### src/rtl/gemm_pkg.sv
// Shared definitions for the GEMM tile engine and its layer-level scheduler:
// state encoding, array size, BRAM address widths and default tile strides.
package gemm_pkg;

    localparam int PE_SIZE          = 14;
    localparam int MEM0_ADDR_WIDTH  = 13;
    localparam int MEM1_ADDR_WIDTH  = 11;
    localparam int MEM2_ADDR_WIDTH  = 10;
    localparam int MEM0_TILE_STRIDE = 21 * PE_SIZE;
    localparam int MEM1_TILE_STRIDE = 21 * PE_SIZE;
    localparam int MEM2_TILE_STRIDE = PE_SIZE;

    typedef enum logic [2:0] {
        S_IDLE,
        S_ISSUE,
        S_WAIT,
        S_ADVANCE,
        S_DONE
    } state_e;

endpackage

### src/rtl/gemm_watchdog.sv
// Cycle watchdog: counts while enabled, restarts from 0 on clear, and flags
// expiry once the counter saturates at all-ones.
module gemm_watchdog #(
    parameter int TIMEOUT_WIDTH = 16
) (
    input  logic clk,
    input  logic rst_n,
    input  logic clear,
    input  logic enable,
    output logic expire
);

    logic [TIMEOUT_WIDTH-1:0] count_q;

    always_ff @(posedge clk) begin
        if (!rst_n || clear) begin
            count_q <= '0;
        end else if (enable && !expire) begin
            count_q <= count_q + TIMEOUT_WIDTH'(1);
        end
    end

    assign expire = &count_q;

endmodule

### src/rtl/gemm_tile_scheduler.sv
// Layer controller: walks an M x N output-tile grid (row-outer, col-inner),
// launching one GEMM tile at a time with its BRAM base addresses.
module gemm_tile_scheduler
    import gemm_pkg::*;
#(
    parameter int PE_SIZE_P        = PE_SIZE,
    parameter int MEM0_ADDR_WIDTH_P = MEM0_ADDR_WIDTH,
    parameter int MEM1_ADDR_WIDTH_P = MEM1_ADDR_WIDTH,
    parameter int MEM2_ADDR_WIDTH_P = MEM2_ADDR_WIDTH,
    parameter int MEM0_TILE_STRIDE_P = MEM0_TILE_STRIDE,
    parameter int MEM1_TILE_STRIDE_P = MEM1_TILE_STRIDE,
    parameter int MEM2_TILE_STRIDE_P = MEM2_TILE_STRIDE,
    parameter int TILE_CNT_WIDTH   = 8,
    parameter int TIMEOUT_WIDTH    = 16
) (
    input  logic                           clk,
    input  logic                           rst_n,
    input  logic                           start_i,
    input  logic                           abort_i,
    input  logic [TILE_CNT_WIDTH-1:0]      cfg_row_tiles_i,
    input  logic [TILE_CNT_WIDTH-1:0]      cfg_col_tiles_i,
    output logic                           tile_start_o,
    input  logic                           tile_done_i,
    output logic [MEM0_ADDR_WIDTH_P-1:0]   mem0_base_o,
    output logic [MEM1_ADDR_WIDTH_P-1:0]   mem1_base_o,
    output logic [MEM2_ADDR_WIDTH_P-1:0]   mem2_base_o,
    output logic                           busy_o,
    output logic                           done_o,
    output logic                           err_timeout_o,
    output logic [2*TILE_CNT_WIDTH-1:0]    tiles_done_o,
    output state_e                         dbg_state_o
);

    // Tile handshake: tile_start_o is a one-cycle request with the bases valid
    // from then until tile_done_i; tile_done_i is a one-cycle reply that is
    // only accepted in WAIT. Neither side can apply back-pressure.

    state_e                    state_q, state_d;
    logic [TILE_CNT_WIDTH-1:0] rows_q, cols_q, row_idx_q, col_idx_q;
    logic                      wd_expire;
    logic                      last_col, last_tile;

    assign last_col    = (col_idx_q == cols_q - TILE_CNT_WIDTH'(1));
    assign last_tile   = last_col && (row_idx_q == rows_q - TILE_CNT_WIDTH'(1));
    assign dbg_state_o = state_q;

    gemm_watchdog #(
        .TIMEOUT_WIDTH(TIMEOUT_WIDTH)
    ) u_watchdog (
        .clk   (clk),
        .rst_n (rst_n),
        .clear (state_q != S_WAIT),
        .enable(state_q == S_WAIT),
        .expire(wd_expire)
    );

    always_comb begin
        state_d = state_q;
        case (state_q)
            S_IDLE: begin
                if (start_i) begin
                    state_d = (cfg_row_tiles_i == '0 || cfg_col_tiles_i == '0) ? S_DONE : S_ISSUE;
                end
            end
            S_ISSUE:   state_d = S_WAIT;
            S_WAIT: begin
                if (tile_done_i) begin
                    state_d = S_ADVANCE;
                end else if (wd_expire) begin
                    state_d = S_DONE;
                end
            end
            S_ADVANCE: state_d = last_tile ? S_DONE : S_ISSUE;
            S_DONE:    state_d = S_IDLE;
            default:   state_d = S_IDLE;
        endcase
        if (abort_i && state_q != S_IDLE) begin
            state_d = S_IDLE;
        end
    end

    always_ff @(posedge clk) begin
        if (!rst_n) begin
            state_q       <= S_IDLE;
            rows_q        <= '0;
            cols_q        <= '0;
            row_idx_q     <= '0;
            col_idx_q     <= '0;
            mem0_base_o   <= '0;
            mem1_base_o   <= '0;
            mem2_base_o   <= '0;
            tile_start_o  <= 1'b0;
            busy_o        <= 1'b0;
            done_o        <= 1'b0;
            err_timeout_o <= 1'b0;
            tiles_done_o  <= '0;
        end else begin
            state_q      <= state_d;
            tile_start_o <= (state_d == S_ISSUE);
            busy_o       <= (state_d != S_IDLE);
            done_o       <= (state_d == S_DONE);
            // An abort freezes the counters; IDLE never sees abort_i.
            if (!abort_i || state_q == S_IDLE) begin
                case (state_q)
                    S_IDLE: begin
                        if (start_i) begin
                            rows_q        <= cfg_row_tiles_i;
                            cols_q        <= cfg_col_tiles_i;
                            row_idx_q     <= '0;
                            col_idx_q     <= '0;
                            mem0_base_o   <= '0;
                            mem1_base_o   <= '0;
                            mem2_base_o   <= '0;
                            err_timeout_o <= 1'b0;
                            tiles_done_o  <= '0;
                        end
                    end
                    S_WAIT: begin
                        if (tile_done_i) begin
                            tiles_done_o <= tiles_done_o + (2*TILE_CNT_WIDTH)'(1);
                        end else if (wd_expire) begin
                            err_timeout_o <= 1'b1;
                        end
                    end
                    S_ADVANCE: begin
                        mem2_base_o <= mem2_base_o + MEM2_ADDR_WIDTH_P'(MEM2_TILE_STRIDE_P);
                        if (last_col) begin
                            col_idx_q   <= '0;
                            mem1_base_o <= '0;
                            row_idx_q   <= row_idx_q + TILE_CNT_WIDTH'(1);
                            mem0_base_o <= mem0_base_o + MEM0_ADDR_WIDTH_P'(MEM0_TILE_STRIDE_P);
                        end else begin
                            col_idx_q   <= col_idx_q + TILE_CNT_WIDTH'(1);
                            mem1_base_o <= mem1_base_o + MEM1_ADDR_WIDTH_P'(MEM1_TILE_STRIDE_P);
                        end
                    end
                    default: ;
                endcase
            end
        end
    end

endmodule

### config.mk
export PLATFORM = sky130hd
export DESIGN_NAME = gemm_tile_scheduler
export DESIGN_NICKNAME = d
export VERILOG_FILES = /design/src/rtl/gemm_pkg.sv /design/src/rtl/gemm_watchdog.sv /design/src/rtl/gemm_tile_scheduler.sv
export SDC_FILE = /design/constraint.sdc
export NUM_CORES = 1
export LEC_CHECK = 0
export BUFFER_PORTS_ARGS = -buffer_cell sky130_fd_sc_hd__buf_2
export CORE_ASPECT_RATIO = 2
export CORE_MARGIN = 4
export CORE_UTILIZATION = 53
export DETAILED_ROUTE_END_ITERATION = 12
export HOLD_SLACK_MARGIN = 0.03
export PLACE_DENSITY = 0.75
export SLEW_MARGIN = 20
export SYNTH_ARGS = -nofsm -noshare
export SYNTH_HDL_FRONTEND = slang
export SYNTH_SLANG_ARGS = --single-unit
export TNS_END_PERCENT = 100
### constraint.sdc
create_clock -name clk -period 3.55 [get_ports clk]
set_clock_uncertainty 0.2 [all_clocks]
set_input_delay 0 -clock clk [delete_from_list [all_inputs] [get_ports clk]]
set_output_delay 0 -clock clk [all_outputs]
set_load 0.05 [all_outputs]
Word-level counts from Yosys, hierarchy flattened
Cells that the tools add are included.

operators by class
  $add $sub $neg = 9
  equal/unequal tests = 13
  multiplexer cells = 27
  reductions and logical operators = 22

operators by type and width
  operator                 count
  $add A16 B1 Y16 const B  2
  $mux W16                 2
  $pmux W16 S2             1
  $pmux W8 S2              2
  $mux W13                 2
  $pmux W13 S2             1
  $mux W8                  3
  $mux W11                 2
  $pmux W11 S2             1
  $pmux W10 S2             1
  $mux W3                  6
  $add A8 B1 Y8 const B    2
  $eq A8 B8 Y1             2
  $logic_not A8 Y1         2
  $reduce_and A16 Y1       1
  $sub A8 B1 Y8 const B    2
  $add A13 B9 Y13 const B  1
  $pmux W3 S4              1
  $add A11 B9 Y11 const B  1
  $add A10 B4 Y10 const B  1
  $mux W10                 1
  $ne A2 B2 Y1 const B     5
  $reduce_and A4 Y1        2
  $eq A3 B1 Y1 const B     2
  other kinds (13)         25

storage, ports and cells
  register bits after elaboration = 105
  bits of input ports = 21
  output and inout port bits = 57
  logic and storage cells = 85

Logic depth before layout (Yosys ltp)
Gate-level depths: netlist of run 1.

  depth in word-level cells = 7
  depth in mapped cells = 11
  mapped depth without buffers = 8

Cells and area by module
Synthesis of run 1 repeated with hierarchy kept, for this count alone.

unflattened totals
  cell total of the unflattened synthesis = 635
  area, all modules = 5,265.0 um^2

modules (own cells, without submodules)
  module               times used  cells each  area each (um^2)  sequential area each (um^2)
  gemm_tile_scheduler  1           531         4,408.0           1,721.7
  gemm_watchdog        1           104         857.1             320.3

Worst setup path after synthesis of run 1
No wires, ideal clock.

  path kind = flip-flop to flip-flop
  from = register cols_q[0]
  to = register mem0_base_o[9]
  library setup time = 0.069 ns
  data arrival time = 2.304 ns
  data required time = 3.281 ns
  slack = 0.977 ns
  cell stages (with the launch flop) = 12
  buffers on the path = 3
  clock period less this slack = 2.573 ns
  cell sequence = dfxtp_1 -> inv_1 -> ha_1 -> buf_4 -> nor2b_1 -> or3_1 -> a31oi_1 -> o2111ai_1 -> buf_4 -> buf_6 -> a2111o_1 -> o21ai_1

between the ends
  cells in the longest elaborated chain, start to end = 4

RTL lines
  item                         line                        RTL
  from (decl)                  gemm_tile_scheduler.sv:39   logic [TILE_CNT_WIDTH-1:0] rows_q, cols_q, row_idx_q, col_idx_q;
  from (signal assigned)       gemm_tile_scheduler.sv:108  cols_q <= cfg_col_tiles_i;
  $sub A8 B1 Y8                gemm_tile_scheduler.sv:43   assign last_col = (col_idx_q == cols_q - TILE_CNT_WIDTH'(1));
  $eq A8 B8 Y1                 gemm_tile_scheduler.sv:43
  $ne A2 B2 Y1 (no line)       --
  $reduce_and A4 Y1 (no line)  --
  to (signal assigned)         gemm_tile_scheduler.sv:131  mem0_base_o <= mem0_base_o + MEM0_ADDR_WIDTH_P'(MEM0_TILE_STRIDE_P);
  to (decl)                    gemm_tile_scheduler.sv:24   output logic [MEM0_ADDR_WIDTH_P-1:0] mem0_base_o,

No other way between the ends.
A chain may end at the register's enable or synchronous reset.

Final worst setup path of run 1
  from = register cols_q[0]
  to = register row_idx_q[1]

between the ends
  cells in the longest elaborated chain, start to end = 4

RTL lines
  item                         line                        RTL
  $sub A8 B1 Y8                gemm_tile_scheduler.sv:43
  $eq A8 B8 Y1                 gemm_tile_scheduler.sv:43
  $ne A2 B2 Y1 (no line)       --
  $reduce_and A4 Y1 (no line)  --
  to (signal assigned)         gemm_tile_scheduler.sv:130  row_idx_q <= row_idx_q + TILE_CNT_WIDTH'(1);
  to (decl)                    gemm_tile_scheduler.sv:39

No other way between the ends.

==> reports/metrics.csv, run 1 <==
metric;value;unit
DRC violations left;0;
Syn. warnings;0;
clk slew on worst S/H paths;60;ps
VDD IR max;324;uV
top post-synthesis cells by area;dfxtp_1, nand2_1, xnor2_1, xor2_1, nor2_1;
most common cell after layout, fill and taps aside;dfxtp_1;
clock latency on the worst-skew pair;340;ps
EDFF count, synth;0;
Worst Path Max Fanout;13;
fraction of layout cells with a size suffix above 1;14.7;%
Worst setup EP type;register;
Hold Path Sink;rows_q[7];
I/O Buffers;74;
final setup TNS;0;ps
Vias/cell;5.58;
Slew @ Worst Pin;748;ps
total wire length;12300;um
vias in the first global route;4795;
post-synth top area share;38.7;%
Tmin final;3020;ps
RSZ-0062 raised after global routing;false;
reg2reg path depth;9;
fin crit share;85.0;%
CTS resizes;0;
#FFs+latches synth;102;
Netlist cell types;60;
Finish-stage setup viols;0;
via count;4723;
IO Count;78;
DR WL/cell;14.6;um
Setup Crit Path Kind;reg -> reg;
run status;complete, no violations;
GRT Residual Overflow;0;
FP Rows;51;
Die ar.;0.0117;mm2
Fillers;886;
1st-pass router iterations;4;
most frequent cells in the layout;dfxtp_1, nand2_1, buf_2;
first-pass GRT wire length;21000;um
Syn Inst Count;627;
CTS tree;done;
detailed placer's ending HPWL;9100;um
worst reg2reg endpoint;row_idx_q[1];
HP Start;rst_n;
nets@finish;741;
Slew HR;50.0;%
Achievable Freq;0.331;GHz
Lkg Pwr;0.00241;uW
FF-to-FF setup slack;530;ps
CTS Buffer Depth;2;
Slew Viols, Final;0;
Top FF cell, synth;dfxtp_1;
origin of the critical flop-to-flop path;cols_q[0];
Routed Antenna Nets;0;
Area Overhead vs Synth;17.8;%
Die H;149;um
antenna violations before repair;0;
starting DRC count in detailed routing;211;
CP required;3620;ps
die span in x;78.5;um
total track usage;22.0;%
CP Data Arrival Time;3090;ps
Yosys top cell by area;dfxtp_1;
diodes inserted;0;
Cell Area, Placed;0.00573;mm2
crit start category;register;
cts bufs inserted;9;
PwrDens;428;mW/mm2
total core area;0.00976;mm2
Max H-tree Level;3;
syn_area_per_cell;8.41;um2
Final Hold Viols;0;
clk root buf;clkbuf_16;
worst hold path class;in -> reg;
initial core utilization;54.0;%
sequential share of the synthesized area;38.7;%
hold depth;2;
pin count of the biggest net entering global routing;44;
max_cap viols;0;
Clock Sinks;102;
Final Cell Area;0.00621;mm2
cell area after synthesis;0.00527;mm2
asr flop ratio synth;0;%
GPL Wtd Cong;0.856;
## through the flow
stage          hold slack [ps]  std cells  setup WS, ps  power [uW]  util (%)
3_5_place_dp              72.5        812           571        1760      58.7
3_3_place_gp              66.1        812           715        1740      58.7
4_1_cts                   39.2        847           552        2680      63.5
5_1_grt                   64.8        847           340        2780      63.6
6_report                  37.0        847           531        2650      63.6
2_1_floorplan            -55.1        629           977        1640         -
## what timing repair did
action,CTS,global route
hold buffers,20,0
setup buffers,0,0
endpoints found under the hold margin,27,0
## synthesized netlist by cell type (6+ instances only)
master	number
nor2_1	58
clkbuf_1	19
nand3_1	22
o211ai_1	6
nand2_1	84
or3_1	9
and3_1	16
nor2b_1	7
a2111o_1	8
xor2_1	30
nand2b_1	15
mux2i_1	15
ha_1	9
xnor2_1	34
and2_1	8
a21boi_0	17
nor3b_1	16
a21oi_1	26
nand4_1	16
buf_4	6
inv_1	17
nand3b_1	6
nor3_1	6
dfxtp_1	102
o21ai_0	18
## power breakdown
| group | leakage [uW] | total, uW | switching, uW | internal, uW |
|---|---|---|---|---|
| logic | 0.00145 | 512 | 330 | 182 |
| registers | 0.000826 | 1240 | 53.6 | 1190 |
| clock network | 0.000133 | 900 | 391 | 509 |
## final cells by class
| class | count | area [um2] | area share, % |
|---|---|---|---|
| clock inverter | 1 | 5.00 | 0.0806 |
| multi-input combinational | 480 | 3040 | 49.0 |
| timing repair buffer | 101 | 623 | 10.0 |
| sequential | 102 | 2040 | 32.9 |
| clock buffer | 14 | 264 | 4.25 |
| tap | 132 | 165 | 2.66 |
| inverter | 17 | 63.8 | 1.03 |
## worst max-delay path by stage
stage / slack, ps / endpoint / start
2_1_floorplan: 980 / mem0_base_o[9] / cols_q[0]
3_3_place_gp: 710 / dbg_state_o[0] / cols_q[0]
3_5_place_dp: 570 / row_idx_q[1] / cols_q[0]
4_1_cts: 550 / row_idx_q[1] / cols_q[0]
5_1_grt: 340 / row_idx_q[1] / cols_q[0]
6_report: 530 / row_idx_q[1] / cols_q[0]
## sequential cells by signal, summed over array words and instances (netlist names), 8 cells and up
| register | flops |
|---|---|
| rows_q | 8 |
| u_watchdog.count_q | 16 |
| row_idx_q | 8 |
| tiles_done_o | 16 |
| mem1_base_o | 10 |
| mem0_base_o | 12 |
| cols_q | 8 |
| mem2_base_o | 9 |
| col_idx_q | 8 |
## kinds of logic (layout without fill, tap and decap cells)
kind of cell    count (synthesis)  in the layout  synth area share [%]
simple gates                  285            285                  28.0
fa+ha+maj                       9              9                  2.14
other cells                     1              3                0.0711
flops                         102            102                  38.7
compound gates                103            103                  13.4
buf+inv                        47            133                  3.94
xor+xnor                       64             64                  10.6
mux                            16             16                  3.06
## worst max-delay path, stage by stage, from the launching register on
cell       delay [ps]
dfxtp_1           350
inv_1              70
ha_1              290
and2_1            190
or3b_1            350
a21boi_1          220
o2111ai_2         330
a21oi_2           420
buf_4             300
mux2i_1           210
## metal layers
| metal | vias to the layer above | share of wire, % | global-route usage [%] |
|---|---|---|---|
| met5 | - | 0 | 0 |
| met2 | 113 | 55 | 42.4 |
| met1 | 2235 | 38 | 22.3 |
| li1 | 2340 | - | - |
| met3 | 35 | 3.8 | 3.81 |
| met4 | 0 | 3.1 | 10.2 |
Note: power is estimated with default switching activity, not from simulation.
==> inputs of run 2 (changes only) <==
--- a/config.mk
+++ b/config.mk
@@ -6,6 +6,7 @@
 export NUM_CORES = 1
 export LEC_CHECK = 0
 export BUFFER_PORTS_ARGS = -buffer_cell sky130_fd_sc_hd__buf_2
+export CAP_MARGIN = 20
 export CORE_ASPECT_RATIO = 2
 export CORE_MARGIN = 4
 export CORE_UTILIZATION = 53
==> constraint.sdc (replaced) <==
create_clock -name clk -period 3.78 [get_ports clk]
set_clock_uncertainty 0.2 [all_clocks]
set_input_delay 0 -clock clk [delete_from_list [all_inputs] [get_ports clk]]
set_output_delay 0 -clock clk [all_outputs]
set_load 0.05 [all_outputs]
==> run 2 against run 1 <==
Sequential cell count did not move. Largest power group unchanged. Worst setup slack lost 83 ps. Critical path depth grew 1. Global-route usage is 0.35 points higher. Routed wire length rose by 1.1%. Sequential power fell by 6%. Fmax down 9.4%. Critical endpoint is now dbg_state_o[0]. First-iteration DRC count grew 11%. Sequential share of layout area about the same. Worst hold slack worse by 0.61 ps. Clock-buffer cell count down 1. Design area about the same.
==> reports/metrics.csv, run 2 (synthesized netlist as in run 1, its figures left out) <==
metric;value;unit;change
detailed placer's ending HPWL;9140;um;was 9100 um
total track usage;22.4;%;was 22.0%
clk slew on worst S/H paths;70;ps;was 60 ps
most common cell after layout, fill and taps aside;dfxtp_1;;unchanged
CTS Buffer Depth;2;;unchanged
CTS tree;done;;unchanged
die span in x;78.5;um;unchanged
Vias/cell;5.61;;was 5.58
Fillers;867;;was 886
Setup Crit Path Kind;reg -> reg;;unchanged
antenna violations before repair;0;;unchanged
fin crit share;88.2;%;was 85.0%
Lkg Pwr;0.00241;uW;about the same
post-place setup slack;933;ps;was 571 ps
cts bufs inserted;9;;unchanged
Design Power;2510;uW;was 2650 uW
slack of the critical path;448;ps;was 531 ps
GRT Residual Overflow;0;;unchanged
Slowest cell on crit path;dlygate4sd3_1;;was a21oi_2
clock latency on the worst-skew pair;340;ps;about the same
CP required;3810;ps;was 3620 ps
run status;complete, no violations;;unchanged
vias in the first global route;4761;;was 4,795
Final Hold Viols;0;;unchanged
Slew Viols, Final;0;;unchanged
Achievable Freq;0.300;GHz;was 0.331 GHz
most frequent cells in the layout;dfxtp_1, nand2_1, buf_2;;unchanged
total wire length;12500;um;was 12,300 um
total core area;0.00976;mm2;unchanged
diodes inserted;0;;unchanged
nets@finish;740;;was 741
Die ar.;0.0117;mm2;unchanged
Slew HR;40.3;%;was 50.0%
CTS resizes;0;;unchanged
Worst Path Max Fanout;28;;was 13
CP Data Arrival Time;3360;ps;was 3090 ps
biggest regs;tiles_done_o: 16 flops, u_watchdog.count_q: 16 flops, mem0_base_o: 12 flops;;unchanged
clk root buf;clkbuf_16;;unchanged
fraction of layout cells with a size suffix above 1;14.8;%;was 14.7%
DR WL/cell;14.7;um;was 14.6 um
DRC violations left;0;;unchanged
VDD IR max;277;uV;was 324 uV
Finish-stage setup viols;0;;unchanged
PwrDens;405;mW/mm2;was 428 mW/mm2
starting DRC count in detailed routing;235;;was 211
via count;4750;;was 4,723
pin count of the biggest net entering global routing;44;;unchanged
FP Rows;51;;unchanged
crit start category;register;;unchanged
max_cap viols;0;;unchanged
Clock Sinks;102;;unchanged
IO Count;78;;unchanged
Tmin final;3330;ps;was 3020 ps
1st-pass router iterations;4;;unchanged
Routed Antenna Nets;0;;unchanged
I/O Buffers;74;;unchanged
Storage cell area;0.00204;mm2;unchanged
final setup TNS;0;ps;unchanged
worst hold path class;in -> reg;;unchanged
Crit path largest cell delay;560;ps;was 420 ps
GPL Wtd Cong;0.848;;was 0.856
Slew @ Worst Pin;892;ps;was 748 ps
Area Overhead vs Synth;17.8;%;about the same
first-pass GRT wire length;21300;um;was 21,000 um
Worst setup EP type;register;;unchanged
Max H-tree Level;3;;unchanged
Die H;149;um;unchanged
RSZ-0062 raised after global routing;false;;unchanged
footprint of the multi-input gates;0.00304;mm2;unchanged
crit-path cells;inv_1 > ha_1 > nor2b_1 > or3_1 > a31oi_1 > o2111ai_2 > buf_4 > nor4_4 > o22ai_1 > dlygate4sd3_1;;was inv_1 > ha_1 > and2_1 > or3b_1 > a21boi_1 > o2111ai_2 > a21oi_2 > buf_4 > mux2i_1
initial core utilization;54.0;%;unchanged
[run 2: cell count changes in the layout (fill, tap and decap cells not counted)]
cell      delta
buf_4        -1
clkbuf_1     -1
clkinv_2     +1
clkinv_4     +1
[run 2: critical path, delay by kind of cell, from the launching register on]
kind,cells,cell delay (ps)
AOI/OAI and AO/OA,3,520
and+or+nand+nor,3,880
DFF,1,400
buffers and inverters,3,910
adders and majority gates,1,290
[run 2: stage by stage]
| stage | instances | instance area, um2 | hold slack [ps] | util, % |
|---|---|---|---|---|
| 6_report | 847 | 6210 | 36.4 | 63.6 |
| 3_5_place_dp | 811 | 5720 | 75.8 | 58.6 |
| 2_1_floorplan | 629 | 5280 | -55.1 | - |
| 3_3_place_gp | 811 | 5720 | 63.9 | 58.6 |
| 5_1_grt | 847 | 6210 | 73.5 | 63.6 |
| 4_1_cts | 847 | 6200 | 34.0 | 63.5 |
[run 2: worst paths after layout]
path | startpoint | endpoint | slack, ps | depth (start not counted)
hold / removal | rst_n | rows_q[1] | 40 | 2
hold reg to reg | mem0_base_o[12] | mem0_base_o[12] | 280 | 2
setup / recovery | cols_q[0] | dbg_state_o[0] | 450 | 10
setup reg to reg | cols_q[0] | dbg_state_o[0] | 450 | 10
[run 2: what timing repair did]
| action | 4_1_cts | 5_1_grt |
|---|---|---|
| hold buffers | 20 | 0 |
| setup buffers | 0 | 0 |
| hold endpoints to repair | 27 | 0 |
[run 2: layer usage]
| metal | up-vias | routed length [um] | global-route usage, % |
|---|---|---|---|
| li1 | 2332 | - | - |
| met1 | 2259 | 4900 | 24.1 |
| met2 | 119 | 6640 | 40.7 |
| met3 | 40 | 420 | 3.20 |
| met4 | 0 | 515 | 13.0 |
| met5 | - | 0 | 0 |
[run 2: area by class of cell]
type / count / area share (%)
multi-input cells: 480 / 49.0
flip-flops and latches: 102 / 32.9
inverters: 17 / 1.03
well taps: 132 / 2.66
repair buffers: 100 / 9.91
clock inverters: 3 / 0.302
clock buffers: 13 / 4.19
[run 2: power by group]
part	internal [uW]	switching, uW
clock network	482	384
logic	169	312
registers	1120	50.7
